File: src/rtl/iterative_shifter.sv
// iterative_shifter: multi-cycle barrel replacement. Takes an operand, a shift
// amount and a mode over valid/ready. Shifts by at most STEP bits per clock,
// then holds the result until the consumer takes it.
module iterative_shifter #(
  parameter  int WIDTH = 32,
  parameter  int STEP  = 1,
  localparam int SHW   = $clog2(WIDTH)
) (
  input  logic             clk,
  input  logic             rst_n,
  input  logic             clear,
  input  logic             in_valid,
  output logic             in_ready,
  input  logic [WIDTH-1:0] in_data,
  input  logic [SHW-1:0]   in_amt,
  input  logic [1:0]       in_mode,
  output logic             out_valid,
  input  logic             out_ready,
  output logic [WIDTH-1:0] out_data,
  output logic             busy
);

  typedef enum logic [1:0] {
    IDLE  = 2'd0,
    SHIFT = 2'd1,
    DONE  = 2'd2
  } state_e;

  typedef enum logic [1:0] {
    MODE_LSL = 2'b00,
    MODE_LSR = 2'b01,
    MODE_ASR = 2'b10,
    MODE_ROR = 2'b11
  } mode_e;

  localparam logic [SHW-1:0] STEP_C  = SHW'(STEP);
  localparam logic [SHW:0]   WIDTH_C = (SHW+1)'(WIDTH);

  state_e           state_q, state_d;
  mode_e            mode_q,  mode_d;
  logic [WIDTH-1:0] data_q,  data_d;
  logic [SHW-1:0]   rem_q,   rem_d;

  logic [SHW-1:0]   step_amt;
  logic [SHW:0]     rot_back;
  logic [WIDTH-1:0] shifted;

  // Handshake and status outputs decode straight from the state register.
  assign in_ready  = (state_q == IDLE) && !clear;
  assign out_valid = (state_q == DONE);
  assign busy      = (state_q != IDLE);
  assign out_data  = data_q;

  // Next-state and datapath: one bounded shift step per SHIFT cycle.
  always_comb begin
    // NOTE: every variable gets a default first so no path leaves it unassigned,
    // which would otherwise infer a latch.
    state_d  = state_q;
    mode_d   = mode_q;
    data_d   = data_q;
    rem_d    = rem_q;

    step_amt = (rem_q < STEP_C) ? rem_q : STEP_C;
    // Left-shift distance that brings the bits leaving the LSB back in at the MSB.
    rot_back = WIDTH_C - {1'b0, step_amt};

    unique case (mode_q)
      MODE_LSL: shifted = data_q << step_amt;
      MODE_LSR: shifted = data_q >> step_amt;
      MODE_ASR: shifted = WIDTH'($signed(data_q) >>> step_amt);
      MODE_ROR: shifted = (data_q >> step_amt) | (data_q << rot_back);
      default:  shifted = data_q;
    endcase

    unique case (state_q)
      IDLE: begin
        if (in_valid && in_ready) begin
          data_d  = in_data;
          rem_d   = in_amt;
          mode_d  = mode_e'(in_mode);
          state_d = (in_amt == '0) ? DONE : SHIFT;
        end
      end
      SHIFT: begin
        data_d = shifted;
        rem_d  = rem_q - step_amt;
        if (rem_q == step_amt) state_d = DONE;
      end
      DONE: begin
        if (out_ready) state_d = IDLE;
      end
      default: state_d = IDLE;
    endcase

    // Abort overrides every transition above; the partial result is dropped.
    if (clear) begin
      state_d = IDLE;
      rem_d   = '0;
    end
  end

  // State and datapath registers with asynchronous reset.
  always_ff @(posedge clk or negedge rst_n) begin
    // NOTE: non-blocking assignments so every register samples pre-edge values.
    if (!rst_n) begin
      state_q <= IDLE;
      mode_q  <= MODE_LSL;
      data_q  <= '0;
      rem_q   <= '0;
    end else begin
      state_q <= state_d;
      mode_q  <= mode_d;
      data_q  <= data_d;
      rem_q   <= rem_d;
    end
  end

endmodule

File: config.mk
export PLATFORM = sky130hd
export DESIGN_NAME = iterative_shifter
export DESIGN_NICKNAME = d
export VERILOG_FILES = /design/src/rtl/iterative_shifter.sv
export SDC_FILE = /design/constraint.sdc
export NUM_CORES = 1
export LEC_CHECK = 0
export CELL_PAD_IN_SITES_DETAIL_PLACEMENT = 1
export CELL_PAD_IN_SITES_GLOBAL_PLACEMENT = 2
export CORE_MARGIN = 1
export CORE_UTILIZATION = 28
export CTS_CLUSTER_DIAMETER = 40
export DETAILED_ROUTE_END_ITERATION = 8
export PLACE_DENSITY = 0.81
export SYNTH_ARGS = -nofsm -noshare
export SYNTH_HDL_FRONTEND = slang
export SYNTH_SLANG_ARGS = --single-unit
File: constraint.sdc
create_clock -name clk -period 2.73 [get_ports clk]
set_clock_uncertainty 0.05 [all_clocks]
set_input_delay 0.4095 -clock clk [delete_from_list [all_inputs] [get_ports clk]]
set_output_delay 0.4095 -clock clk [all_outputs]
set_load 0.03 [all_outputs]
==> results.sh, run 1 <==
export IMPL_synthArstFlopShare_pct=100
export IMPL_post_route_drc_count=0
export IMPL_worst_slack_ns=0.336
export IMPL_outcome="completed"
export IMPL_routed_wl_um=10700
export IMPL_tightest_slew_ns=1.00
export IMPL_fillers=1210
export IMPL_peakVddDrop_uv=466
export IMPL_num_rows=36
export IMPL_start_util_pct=29.2
export IMPL_antenna_left=0
export IMPL_period_minus_slack_ns=2.39
export IMPL_clock_path_buffers=2
export IMPL_cp_end_kind="flop"
export IMPL_setup_violations=0
export IMPL_clock_fmax_mhz=418
export IMPL_drtPass1Iterations=4
export IMPL_max_stage_delay_ns=0.48
export IMPL_synth_cell_types=52
export IMPL_power_density_nw_per_um2=1160
export IMPL_port_buffers=78
export IMPL_die_y_um=103
export IMPL_cp_max_fo=13
export IMPL_multi_input_area_um2=1660
export IMPL_seq_area_frac_synth_pct=35.8
export IMPL_cts_buffers=5
export IMPL_grt_max_degree=42
export IMPL_vias=3046
export IMPL_gr_total_overflow=0
export IMPL_rr_worst_depth=10
export IMPL_core_area_um2=9820
export IMPL_grt_usage_pct=21.1
export IMPL_rsz0062_at_grt="false"
export IMPL_hold_class="in -> async"
export IMPL_first_iter_violations=122
export IMPL_synth_cells=344
export IMPL_cp_depth=10
export IMPL_slew_headroom_pct=33.3
export IMPL_fin_setup_tns_ns=0
export IMPL_start_kind="flop"
export IMPL_critPathKind="reg -> reg"
export IMPL_cts_resized=0
export IMPL_grt_pass1_vias=3096
export IMPL_cts_root_buffer="clkbuf_8"
export IMPL_slew_violations=0
export IMPL_cp_num_buf_inv=2
export IMPL_drv_cap=0
export IMPL_htree_levels=2
export IMPL_path_delay_family="simple AND/OR/NAND/NOR gates"
export IMPL_path_cells="nor3_4 -> nand2_2 -> inv_2 -> ha_1 -> buf_4 -> mux2i_1 -> nor3_1 -> a21oi_1 -> o21a_1 -> a32oi_1"
export IMPL_dp_hpwl_um=7880
export IMPL_dp_worst_setup_slack_ns=0.288
export IMPL_num_antenna_cells=0
export IMPL_post_route_period_util_pct=87.7
export IMPL_drive_gt1_share_pct=12.6
export IMPL_hold_viol=0
export IMPL_die_w_um=103
export IMPL_nNetsFinal=468
export IMPL_cts_tree="yes"
export IMPL_numPlacedInstances=547
export IMPL_path_clk_slew_ns=0.09
export IMPL_cts_sinks=41
export IMPL_syn_avg_cell_area_um2=8.32
export IMPL_die_area_um2=10600
export IMPL_finalNonFillerCells=555
export IMPL_synth_edf_count=0
export IMPL_synth_area_um2=2860
export IMPL_wl_per_cell_um=19.3
export IMPL_layout_commonest_cell="clkdlybuf4s50_1"
export IMPL_final_cell_mix="77 x clkdlybuf4s50_1, 44 x nand2_1, 41 x nor2_1, 41 x dfrtp_1, 26 x o21ai_0"
export IMPL_ys_flop_type="dfrtp_1"
export IMPL_total_leakage_power_nw=1.57
export IMPL_ys_warn_count=0
export IMPL_worst_ep_arrival_time_ns=2.56
export IMPL_worstPathRequired_ns=2.89
export IMPL_clkLatencyLatePin_ns=0.30
export IMPL_synth_seq_cells=41
export IMPL_grt_pass1_wl_um=17000
export IMPL_avgViaCountPerCell=5.49
export IMPL_syn_nets=391
export IMPL_cts_setup_buffers=0
export IMPL_antenna_found_initial=0
export IMPL_final_seq_area_um2=1030
export IMPL_gp_congestion=0.782
export IMPL_cts_hold_buffers_added=0
export IMPL_syn_to_final_growth_pct=36.9
export IMPL_cpMaxStageDelayCell="dfrtp_1"
export IMPL_io_pin_count=79
## synthesized netlist by cell type (all sizes together), types with 2 or more instances
master / n / share of area [%]
a211oi: 6 / 1.6
a21oi: 24 / 4.3
a221oi: 9 / 3.2
a22oi: 3 / 0.79
a32oi: 2 / 0.61
and3: 2 / 0.44
buf: 15 / 3.7
clkbuf: 10 / 1.4
dfrtp: 41 / 36
ha: 3 / 1.3
inv: 8 / 1.0
mux2: 8 / 3.1
mux2i: 19 / 6.6
nand2: 46 / 6.4
nand3: 11 / 1.9
nor2: 43 / 5.8
nor2b: 6 / 1.3
nor3: 8 / 1.8
o211ai: 2 / 0.52
o21ai: 27 / 4.7
o221a: 8 / 3.1
o221ai: 3 / 0.92
o22ai: 22 / 4.8
or3: 2 / 0.44
## cell type report
type | count | share of cell area (%)
flip-flops and latches | 41 | 26.2
multi-input cells | 270 | 42.4
clock buffers | 5 | 1.76
repair buffers | 95 | 23.0
well taps | 133 | 4.25
inverters | 8 | 0.766
clock inverters | 3 | 1.66
## worst register-to-register path: cells and delay by family (launching register included)
family	cells	cell delay (ns)
flip-flops	1	0.48
multiplexers	1	0.16
buffers and inverters	2	0.29
AND/OR/NAND/NOR	3	0.64
AO/OA/AOI/OAI	3	0.43
adder cells (fa/ha/maj)	1	0.26
## where the power goes
group	switching (mW)	internal (mW)	total [mW]
logic	1.48	1.12	2.60
registers	0.499	0.857	1.36
clock network	0.235	0.364	0.599
total	2.21	2.34	4.55
## sequential cells by signal, summed over array words and instances, names as in the netlist
signal / cells
mode_q: 2
out_data: 32
rem_q: 5
state_q: 2
## path summary, 6_finish.rpt
kind / from / endpoint / slack (ns)
worst max-delay path: rem_q[2]$_DFFE_PN0P_ / out_data[31]$_DFFE_PN0P_ / 0.34
worst min-delay path: rst_n / state_q[0]$_DFFE_PN0P_ / 0.22
worst max register to register: rem_q[2]$_DFFE_PN0P_ / out_data[31]$_DFFE_PN0P_ / 0.34
worst min register to register: state_q[1]$_DFFE_PN0P_ / state_q[0]$_DFFE_PN0P_ / 0.54
max in group asynchronous: rst_n / out_data[20]$_DFFE_PN0P_ / 1.79
min in group clk: state_q[1]$_DFFE_PN0P_ / state_q[0]$_DFFE_PN0P_ / 0.54
## kinds of logic after synthesis
logic type               count (synthesis)  share of synthesized area, %
flip-flops                              41                          35.8
buffers and inverters                   33                          6.16
other                                    1                         0.131
AO/OA/AOI/OAI                          116                          27.5
multiplexers                            27                          9.79
adder cells (fa/ha/maj)                  3                          1.31
AND/OR/NAND/NOR                        123                          19.3
## metal layers
metal  track usage [%]  up-vias  routed length [um]
met1              30.1     1545                5180
met4              4.01        0                  61
li1                  -     1421                   -
met5                 0        -                   0
met2              35.1       74                5120
met3              1.90        6                 332
## metrics by stage
step	total power [mW]	utilization [%]	hold slack [ns]	instance area, um^2
after floorplan	2.90	-	0.0639	2860
after global placement	3.90	38.6	0.509	3790
after detailed placement	3.95	38.6	0.525	3790
after CTS	4.56	39.9	0.262	3920
after global routing	4.84	39.9	0.286	3920
final	4.55	39.9	0.221	3920
Power figures use the tool's default switching activity.
==> run 2, diff against run 1 <==
Settings changed: CORE_UTILIZATION 28 to 25, PLACE_DENSITY 0.81 to 0.76.
Clock period 2.73 ns to 2.1 ns, I/O delays scaled along.
==> run 2 against run 1 <==
  * Utilization fell by 0.72 points
  * Critical endpoint is now out_data[29]$_DFFE_PN0P_
  * Worst hold slack improved by 0.28 ns
  * Cell count rose by 5.6%
  * Die area rose by 12%
  * Combinational power rose by 51%
  * Count of clock-buffer cells in the layout rose by 1
  * Via count rose by 3.5%
  * The run now ends with negative setup slack left
  * Non-clock buffer count rose by 24
  * Highest routed layer unchanged
==> results.sh, run 2 (synthesis results as in run 1) <==
export IMPL_gp_congestion=0.841
export IMPL_period_minus_slack_ns=2.14
export IMPL_grt_pass1_vias=3250
export IMPL_routed_wl_um=11500
export IMPL_hold_viol=0
export IMPL_critPathKind="reg -> reg"
export IMPL_numPlacedInstances=569
export IMPL_grt_pass1_wl_um=17800
export IMPL_syn_to_final_growth_pct=50.4
export IMPL_post_route_period_util_pct=102
export IMPL_cp_num_buf_inv=3
export IMPL_vias=3154
export IMPL_start_util_pct=26.1
export IMPL_drive_gt1_share_pct=21.5
export IMPL_dp_hpwl_um=8240
export IMPL_total_leakage_power_nw=1.76
export IMPL_die_y_um=109
export IMPL_outcome="finished with violations"
export IMPL_worstPathRequired_ns=2.28
export IMPL_largest_reg_flops=32
export IMPL_tightest_slew_ns=0.562
export IMPL_clkLatencyLatePin_ns=0.29
export IMPL_die_area_um2=11900
export IMPL_path_clk_slew_ns=0.06
export IMPL_fillers=1293
export IMPL_path_delay_family="compound AO/OA/AOI/OAI gates"
export IMPL_r2r_start="rem_q[1]$_DFFE_PN0P_"
export IMPL_clock_fmax_mhz=467
export IMPL_io_pin_count=79
export IMPL_core_area_um2=11000
export IMPL_cp_end_kind="flop"
export IMPL_path_cells="nor3_4 -> nand2_2 -> inv_2 -> ha_4 -> buf_6 -> buf_4 -> a221oi_2 -> o21ai_1 -> a21oi_1 -> o211a_1"
export IMPL_final_seq_area_um2=1030
export IMPL_placed_area_um2=3950
export IMPL_setup_violations=2
export IMPL_hold_class="in -> async"
export IMPL_post_route_drc_count=0
export IMPL_grt_usage_pct=20.0
export IMPL_peakVddDrop_uv=702
export IMPL_layout_commonest_cell="clkdlybuf4s50_1"
export IMPL_cp_startpoint="rem_q[1]$_DFFE_PN0P_"
export IMPL_nNetsFinal=492
export IMPL_multi_input_area_um2=1770
export IMPL_cts_tree="yes"
export IMPL_avgViaCountPerCell=5.38
export IMPL_drv_cap=0
export IMPL_num_rows=38
export IMPL_cp_max_fo=6
export IMPL_worst_ep_arrival_time_ns=2.32
export IMPL_port_buffers=78
export IMPL_final_area_um2=4310
export IMPL_cts_buffers=5
export IMPL_final_cell_mix="75 x clkdlybuf4s50_1, 44 x nand2_1, 41 x dfrtp_1"
export IMPL_htree_levels=2
export IMPL_num_antenna_cells=0
export IMPL_power_density_nw_per_um2=1520
export IMPL_gr_total_overflow=0
export IMPL_slew_violations=0
export IMPL_finalCoreUtilization_pct=39.2
export IMPL_grt_max_degree=34
export IMPL_antenna_left=0
export IMPL_drtPass1Iterations=4
export IMPL_rsz0062_at_grt="true"
export IMPL_first_iter_violations=128
export IMPL_clock_path_buffers=2
export IMPL_start_kind="flop"
export IMPL_violations="negative setup slack"
export IMPL_die_w_um=109
export IMPL_max_stage_delay_ns=0.41
export IMPL_slew_headroom_pct=62.5
export IMPL_wl_per_cell_um=19.6
export IMPL_finalNonFillerCells=586
export IMPL_cpMaxStageDelayCell="dfrtp_1"
export IMPL_fin_setup_tns_ns=-0.0603
export IMPL_worst_slack_ns=-0.0401
export IMPL_antenna_found_initial=0
export IMPL_cts_sinks=41
export IMPL_total_power_mw=6.55
export IMPL_cts_root_buffer="clkbuf_16"
==> run 2: changes by cell type in the layout (fill, tap and decap cells not counted), sizes merged <==
| cell | delta |
|---|---|
| clkbuf | +1 |
| bufinv | -1 |
| dlymetal6s2s | +1 |
| clkinv | -1 |
| dlygate4sd3 | +1 |
| clkinvlp | +1 |
| buf | +24 |
| clkdlybuf4s50 | -2 |
==> run 2: worst register-to-register path, delay by kind of cell (launching register included) <==
kind	cells	cell delay, ns
AND/OR/NAND/NOR	2	0.29
flip-flops	1	0.41
AO/OA/AOI/OAI	4	0.74
adder cells (fa/ha/maj)	1	0.23
buffers and inverters	3	0.36
==> run 2: metrics by stage <==
step | worst slack, ns | hold slack [ns]
after CTS | 0.00756 | 0.523
after floorplan | 0.466 | -0.0306
after detailed placement | -0.0178 | 0.293
final | -0.0401 | 0.499
after global placement | 0.0778 | 0.276
after global routing | -0.141 | 0.527
==> run 2: layer usage <==
metal  wire [um]  track usage, %  vias up
li1            -               -     1470
met1        5040            26.1     1577
met2        5680            33.4       94
met3         611            3.41       13
met4         163            6.27        0
met5           0               0        -
==> run 2: worst paths after layout <==
| check | endpoint | slack [ns] | cells after the start |
|---|---|---|---|
| min in group clk | mode_q[0]$_DFFE_PN0P_ | 0.52 | 3 |
| max reg2reg | out_data[29]$_DFFE_PN0P_ | -0.04 | 10 |
| min reg2reg | rem_q[4]$_DFFE_PN0P_ | 0.54 | 2 |
| min | state_q[1]$_DFFE_PN0P_ | 0.50 | 2 |
| max in group asynchronous | out_data[10]$_DFFE_PN0P_ | 0.97 | 3 |
| max | out_data[29]$_DFFE_PN0P_ | -0.04 | 10 |
==> run 2: layout make-up <==
class / instances / share of cell area [%]
Clock buffer: 6 / 3.23
Clock inverter: 2 / 0.872
Inverter: 8 / 0.697
Multi-Input combinational cell: 270 / 41.1
Sequential cell: 41 / 23.8
Tap cell: 140 / 4.07
Timing Repair Buffer: 119 / 26.2
==> run 2: what timing repair did <==
action                                 in CTS  in global routing
hold buffers                                1                  0
pin swaps                                   3                 18
resized for setup                           1                 33
endpoints found under the hold margin      20                  0
setup endpoints to repair                   3                 15
buffers inserted                            3                  5
==> run 2: where the power goes <==
part / switching [mW] / total [mW] / internal (mW)
Sequential: 0.572 / 1.69 / 1.12
Combinational: 2.18 / 3.93 / 1.76
Clock: 0.335 / 0.929 / 0.594
==> run 3, diff against run 2 <==
Settings changed: CORE_MARGIN 1 to not set.
==> results of run 3 <==
No change in the layout: final DEF, timing and power equal those of run 2.
